$ cat src/rtl/mem_copy_engine_if.sv
// Data-memory port bundle: the copy engine drives address/data/enables and
// the memory returns combinational read data.
interface mem_copy_engine_if #(
  parameter int unsigned ADDR_W = 64,
  parameter int unsigned DATA_W = 64
);
  logic [ADDR_W-1:0] Mem_Addr;
  logic [DATA_W-1:0] Write_Data;
  logic              Mem_Write;
  logic              Mem_Read;
  logic [DATA_W-1:0] Read_Data;

  modport master (
    output Mem_Addr, Write_Data, Mem_Write, Mem_Read,
    input  Read_Data
  );

  modport slave (
    input  Mem_Addr, Write_Data, Mem_Write, Mem_Read,
    output Read_Data
  );
endinterface

$ cat src/rtl/mem_copy_engine.sv
// Block copy of doublewords from one memory range to another, one word per
// READ/WRITE cycle pair, with abort, misalignment flag and progress count.
module mem_copy_engine #(
  parameter int unsigned ADDR_W = 64,
  parameter int unsigned DATA_W = 64,
  parameter int unsigned LEN_W  = 16
) (
  input  logic                 clk,
  input  logic                 reset,
  input  logic                 start,
  input  logic                 abort,
  input  logic [ADDR_W-1:0]    src_addr,
  input  logic [ADDR_W-1:0]    dst_addr,
  input  logic [LEN_W-1:0]     length,
  output logic                 busy,
  output logic                 done,
  output logic                 err,
  output logic [LEN_W-1:0]     words_copied,
  mem_copy_engine_if.master    mem
);

  typedef enum logic [1:0] {
    S_IDLE,
    S_READ,
    S_WRITE,
    S_DONE
  } state_e;

  state_e              state_q, state_d;
  logic [ADDR_W-1:0]   src_ptr_q, src_ptr_d;
  logic [ADDR_W-1:0]   dst_ptr_q, dst_ptr_d;
  logic [LEN_W-1:0]    len_q, len_d;
  logic [DATA_W-1:0]   rd_buf_q, rd_buf_d;
  logic [LEN_W-1:0]    words_q, words_d;
  logic                err_q, err_d;
  logic                misaligned;

  assign misaligned = (src_addr[2:0] != 3'b000) || (dst_addr[2:0] != 3'b000);

  always_comb begin
    state_d   = state_q;
    src_ptr_d = src_ptr_q;
    dst_ptr_d = dst_ptr_q;
    len_d     = len_q;
    rd_buf_d  = rd_buf_q;
    words_d   = words_q;
    err_d     = err_q;
    case (state_q)
      S_IDLE: begin
        if (start) begin
          src_ptr_d = src_addr;
          dst_ptr_d = dst_addr;
          len_d     = length;
          words_d   = '0;
          err_d     = misaligned;
          state_d   = (misaligned || (length == '0)) ? S_DONE : S_READ;
        end
      end
      S_READ: begin
        rd_buf_d = mem.Read_Data;
        state_d  = abort ? S_DONE : S_WRITE;
      end
      S_WRITE: begin
        // The write in flight always lands and is counted, even on abort.
        words_d   = words_q + LEN_W'(1);
        src_ptr_d = src_ptr_q + ADDR_W'(8);
        dst_ptr_d = dst_ptr_q + ADDR_W'(8);
        state_d   = ((words_d == len_q) || abort) ? S_DONE : S_READ;
      end
      S_DONE: state_d = S_IDLE;
      default: state_d = S_IDLE;
    endcase
  end

  always_comb begin
    mem.Mem_Addr   = '0;
    mem.Write_Data = '0;
    mem.Mem_Write  = 1'b0;
    mem.Mem_Read   = 1'b0;
    case (state_q)
      S_READ: begin
        mem.Mem_Addr = src_ptr_q;
        mem.Mem_Read = 1'b1;
      end
      S_WRITE: begin
        mem.Mem_Addr   = dst_ptr_q;
        mem.Write_Data = rd_buf_q;
        mem.Mem_Write  = 1'b1;
      end
      default: ;
    endcase
  end

  assign busy         = (state_q == S_READ) || (state_q == S_WRITE);
  assign done         = (state_q == S_DONE);
  assign err          = err_q;
  assign words_copied = words_q;

  always_ff @(posedge clk) begin
    if (!reset) begin
      state_q   <= S_IDLE;
      src_ptr_q <= '0;
      dst_ptr_q <= '0;
      len_q     <= '0;
      rd_buf_q  <= '0;
      words_q   <= '0;
      err_q     <= 1'b0;
    end else begin
      state_q   <= state_d;
      src_ptr_q <= src_ptr_d;
      dst_ptr_q <= dst_ptr_d;
      len_q     <= len_d;
      rd_buf_q  <= rd_buf_d;
      words_q   <= words_d;
      err_q     <= err_d;
    end
  end

endmodule

$ cat src/flat_wrapper.sv
// flat-port wrapper written by rule: the top's interface ports become plain ports
module mem_copy_engine_flat 
#(
  parameter int unsigned ADDR_W = 64,
  parameter int unsigned DATA_W = 64,
  parameter int unsigned LEN_W  = 16
)
  (clk, reset, start, abort, src_addr, dst_addr, length, busy, done, err, words_copied, mem_Mem_Addr, mem_Write_Data, mem_Mem_Write, mem_Mem_Read, mem_Read_Data);
  mem_copy_engine_if #(.ADDR_W(ADDR_W), .DATA_W(DATA_W)) mem_i ();
  input  logic clk;
  input  logic reset;
  input  logic start;
  input  logic abort;
  input  logic [ADDR_W-1:0] src_addr;
  input  logic [ADDR_W-1:0] dst_addr;
  input  logic [LEN_W-1:0] length;
  output logic busy;
  output logic done;
  output logic err;
  output logic [LEN_W-1:0] words_copied;
  output wire logic [$bits(mem_i.Mem_Addr)-1:0] mem_Mem_Addr;
  output wire logic [$bits(mem_i.Write_Data)-1:0] mem_Write_Data;
  output wire logic [$bits(mem_i.Mem_Write)-1:0] mem_Mem_Write;
  output wire logic [$bits(mem_i.Mem_Read)-1:0] mem_Mem_Read;
  input wire logic [$bits(mem_i.Read_Data)-1:0] mem_Read_Data;
  assign mem_Mem_Addr = mem_i.Mem_Addr;
  assign mem_Write_Data = mem_i.Write_Data;
  assign mem_Mem_Write = mem_i.Mem_Write;
  assign mem_Mem_Read = mem_i.Mem_Read;
  assign mem_i.Read_Data = mem_Read_Data;
  mem_copy_engine #(.ADDR_W(ADDR_W), .DATA_W(DATA_W), .LEN_W(LEN_W)) u_core (.clk(clk), .reset(reset), .start(start), .abort(abort), .src_addr(src_addr), .dst_addr(dst_addr), .length(length), .busy(busy), .done(done), .err(err), .words_copied(words_copied), .mem(mem_i));
endmodule
$ cat config.mk
export PLATFORM = sky130hd
export DESIGN_NAME = mem_copy_engine_flat
export DESIGN_NICKNAME = d
export VERILOG_FILES = /design/src/rtl/mem_copy_engine_if.sv /design/src/rtl/mem_copy_engine.sv /design/src/flat_wrapper.sv
export SDC_FILE = /design/constraint.sdc
export NUM_CORES = 1
export LEC_CHECK = 0
export BUFFER_PORTS_ARGS = -buffer_cell sky130_fd_sc_hd__buf_2
export CORE_MARGIN = 1.5
export CORE_UTILIZATION = 30
export DETAILED_ROUTE_END_ITERATION = 8
export GPL_TIMING_DRIVEN = 0
export PLACE_DENSITY = 0.51
export SLEW_MARGIN = 20
export SYNTH_ARGS = -nofsm -noshare
export SYNTH_HDL_FRONTEND = slang
export SYNTH_SLANG_ARGS = --single-unit
$ cat constraint.sdc
create_clock -name clk -period 5.2 [get_ports clk]
set_input_delay 0.52 -clock clk [delete_from_list [all_inputs] [get_ports clk]]
set_output_delay 0.52 -clock clk [all_outputs]
set_load 0.02 [all_outputs]
After elaboration in Yosys (flattened, before gate mapping)
Index checks and enable logic that the tools add are counted.

Bits of input ports: 212. Word-level logic and storage cells: 41. Register bits: 227.

Reduce and logical (&&, ||, !) cells: 11. $add $sub $neg: 3. Equality and inequality tests: 5. Muxes and demuxes: 15.

Operators by type and width (number): $pmux W64 S2 (3); $mux W64 (3); $add A64 B4 Y64 const B (2); $pmux W16 S2 (1); $add A16 B1 Y16 const B (1); $eq A16 B16 Y1 (1); $logic_not A16 Y1 (1); $mux W16 (1); $pmux W2 S4 (1); $mux W2 (3); $reduce_bool A3 Y1 (2); $eq A2 B2 Y1 const B (2); $logic_or A1 B1 Y1 (4); $reduce_and A2 Y1 (2); $mux W1 (3); $eq A2 B1 Y1 const B (1); $logic_not A2 Y1 (1); $ne A2 B2 Y1 const B (1); $reduce_bool A2 Y1 (1).

Logic depth before layout (Yosys ltp)
Word-level depth: 6. Mapped depth: 12. Gate-level depth less buffers: 9.

Worst setup path after synthesis
Ideal clock, no wire load.

Path type: reg-to-output. Start point: reg u_core.state_q[0]. End point: out mem_Mem_Addr[57]. Stages on the path, launching flop included: 8. Data arrival time: 2.192 ns. Setup slack: 2.488 ns. Cells stage by stage: dfxtp_1 > inv_1 > ha_1 > clkbuf_1 > clkbuf_1 > clkbuf_1 > nand2_1 > a21boi_0.

Longest elaborated chain between the ends: 2. Elaborated cells between the ends (all ways): 3. Those cells by class: 2 x eq/ne; 1 x mux.

RTL lines: from (decl) (line mem_copy_engine.sv:29) `state_e state_q, state_d;`; from (signal assigned) (line mem_copy_engine.sv:109) `state_q <= state_d;`; $eq A2 B2 Y1 or $eq A2 B1 Y1 (tied branches) (line mem_copy_engine.sv:80) `case (state_q)`; $pmux W64 S2 (*) (line mem_copy_engine.sv:80); to (decl) (line flat_wrapper.sv:21) `output wire logic [$bits(mem_i.Mem_Addr)-1:0] mem_Mem_Addr;`.

Mark *: on every way between the ends. The rest lies on a longest branch, timed or not.

Worst setup path in the final report
Start point: reg u_core.state_q[0]. End point: out mem_Mem_Addr[27].

Same word-level chain as after synthesis.

==> run_results.csv <==
group,metric,value,unit
timing,hold_violations,0,
detailed_routing,vias,16558,
timing,finalMaxSlewViolations,0,
logic_synthesis,synth_top_area_cell,"dfxtp_1",
worst_setup_path,crit_path_start_kind,"flip-flop",
worst_setup_path,crit_path_end_kind,"output port",
logic_synthesis,synthAdderAreaFrac,0.737,%
cells_and_area,nets,2410,
timing,finalSetupTns,0,ns
cells_and_area,areaGrowthSynthToFinish,25.6,%
status,outcome,"completed",
logic_synthesis,ys_types,72,
power_and_ir_drop,peakVddDrop,0.000277,V
worst_setup_path,path_class,"reg2out",
floorplan,die_area,46600,um2
floorplan,initial_utilization,30.6,%
clocking,cts.clk_slew.worst_paths,0.06,ns
logic_synthesis,synth_top_area_share,33.4,%
logic_synthesis,synth_top_family_by_area,"simple AND/OR/NAND/NOR gates",
timing,period_share,88.1,%
grt,grt_pass1_wl,111000,um
worst_setup_path,crit_arrival,4.06,ns
timing,finClkSkew,0.0107,ns
placed_design,hpwl,58300,um
worst_setup_path,cpPeakStageDelay,0.91,ns
detailed_routing,drc,0,
worst_setup_path,critPathSlowestCell,"clkbuf_1",
logic_synthesis,avgSynthCellArea,7.55,um2
floorplan,die_h,216,um
grt,grt_pass1_vias,15664,
timing,fmax,218,MHz
power_and_ir_drop,p_leak,6.64,nW
timing,period_needed,4.58,ns
cells_and_area,drive_gt1_share,20.8,%
detailed_routing,ant_nets,0,
grt,antenna_found_initial,6,
logic_synthesis,synth_cells,1799,
clocking,root_buffer,"clkbuf_16",
logic_synthesis,synth_nets,2019,
clocking,cts_sinks,227,
clocking,cts_hold_buf,0,
grt,grt_use_total,32.5,%
clocking,cts-htree-levels,1,
placed_design,port_buffers,360,
floorplan,die_w,216,um
floorplan,core-area,44400,um2
floorplan,rows,77,
logic_synthesis,yosysWarnings,0,
detailed_routing,dr.pass1.iters,7,
detailed_routing,drt-initial-drc-count,1916,
timing,setup_viol,0,
logic_synthesis,netlist_area,13600,um2
timing,worstMarginPinSlew,1.26,ns
placed_design,dpl_cell_area,16100,um2
logic_synthesis,synth.area.top_cells,"dfxtp_1 33%, a21oi_1 5.8%, mux2i_1 5.5%",
logic_synthesis,synthArstFlopShare,0,%
grt,grt_max_degree,15,
clocking,cts_tree,"done",
worst_setup_path,crit_fanout,10,
logic_synthesis,synth_seq_area_share,33.4,%
timing,relSlewSlack,16.2,%
logic_synthesis,synth-compound-area-share,22.7,%
clocking,postCtsSetupBuffers,0,
clocking,cts.path.max_buffers,3,
logic_synthesis,muxShareOfSynthArea,5.86,%
detailed_routing,drt_wl_total,79400,um
power_and_ir_drop,powerDensity,555,nW/um2
cells_and_area,stdcell_area,17100,um2
detailed_routing,via_per_inst,5.89,
floorplan,io_pins,361,
hold_path,hold_class,"in2reg",
logic_synthesis,synth_flop_cell,"dfxtp_1",
clocking,clock_latency,0.58,ns
detailed_routing,wl_per_cell,28.3,um
worst_setup_path,cp_data_required_time,4.68,ns
logic_synthesis,ys_ff_latch,227,
placed_design,place.gp.congestion,0.991,
flow_run,cap_violations,0,
clocking,numCtsBuffers,29,
logic_synthesis,synth-xor-area-share,1.42,%
grt,globalRoute.totalOverflow,0,
worst_setup_path,path_cells,"inv_1, ha_1, clkbuf_1, clkbuf_1, clkbuf_1, nand2_1, a21boi_0, buf_2",
clocking,post_cts_resized,0,
worst_setup_path,crit_path_frequent_cell,"clkbuf_1",
timing,rsz0062_at_grt,"false",
logic_synthesis,synth_edf_count,0,
logic_synthesis,synth_simple_gate_area_share,30.7,%
[placed cells by master, fill, tap and decap left out, types with 43 or more instances in the layout]
cell,netlist,routed
a21oi_1,157,157
a22oi_1,70,70
and2_1,76,76
buf_2,11,371
clkbuf_1,120,127
dfxtp_1,227,227
mux2i_1,75,75
nand2_1,180,180
nand3_1,63,63
nand4_1,43,43
nor2_1,184,184
nor2b_1,67,67
nor3_1,55,55
o21ai_0,91,91
[worst max-delay path, delay by kind of cell (launching register included)]
kind | cells | cell delay [ns]
buf+inv | 5 | 2.26
compound gates | 1 | 0.37
flops | 1 | 0.34
fa+ha+maj | 1 | 0.33
simple gates | 1 | 0.17
[flip-flops by register name (all words and copies together) (netlist names)]
name,flops
u_core.len_q,16
u_core.dst_ptr_q,64
u_core.err,1
u_core.src_ptr_q,64
u_core.words_copied,16
u_core.rd_buf_q,64
u_core.state_q,2
[path summary, 6_finish.rpt]
check | cells after the start | slack (ns) | end | from
worst max register to register | 11 | 1.08 | u_core.dst_ptr_q[61] | u_core.state_q[0]
worst min register to register | 2 | 0.47 | u_core.len_q[1] | u_core.len_q[1]
worst max-delay path | 8 | 0.62 | mem_Mem_Addr[27] | u_core.state_q[0]
worst min-delay path | 3 | 0.18 | u_core.rd_buf_q[4] | mem_Read_Data[4]
[final cells by class]
| type | count | area, um2 |
|---|---|---|
| diodes | 4 | 10.0 |
| plain buffers | 156 | 624 |
| clock buffers | 45 | 846 |
| clock inverters | 9 | 73.8 |
| fillers | 4810 | 27300 |
| inverters | 19 | 71.3 |
| multi-input cells | 1397 | 8350 |
| flip-flops and latches | 227 | 4540 |
| well taps | 592 | 741 |
| repair buffers | 360 | 1800 |
[cells by family (layout without fill, tap and decap cells)]
group	count (synthesis)	count (layout)
adder cells (fa/ha/maj)	8	8
XOR/XNOR	22	22
flip-flops	227	227
buffers and inverters	175	589
other	0	4
multiplexers	79	79
AO/OA/AOI/OAI	484	484
AND/OR/NAND/NOR	804	804
[layer usage]
layer | GRT usage [%] | wire (um)
met2 | 50.0 | 34600
met4 | 16.9 | 4430
met3 | 8.44 | 8520
met1 | 41.8 | 31800
met5 | 0 | 86
[per-stage QoR]
step	hold slack, ns	utilization [%]	setup slack (ns)	power (mW)	instances
final	0.177	38.4	0.620	9.48	2809
after CTS	0.159	38.4	0.750	9.28	2805
after detailed placement	0.461	36.3	1.17	7.25	2751
after global routing	0.179	38.4	0.569	9.75	2805
after global placement	0.460	36.3	0.888	7.23	2751
after floorplan	0.448	-	2.49	5.14	1799
[synth_stat cells (all sizes together), types with 57 or more instances]
| master | number |
|---|---|
| nor2b | 67 |
| clkbuf | 122 |
| mux2i | 75 |
| and2 | 77 |
| nand2 | 180 |
| nor2 | 186 |
| nand3 | 66 |
| o21ai | 91 |
| a21oi | 157 |
| nor3 | 57 |
| a22oi | 70 |
| dfxtp | 227 |
[power breakdown]
group / switching [mW] / internal (mW)
combinational: 3.33 / 1.33
clock: 0.878 / 1.16
sequential: 0.559 / 2.23
total: 4.76 / 4.72
Power figures use the tool's default switching activity.
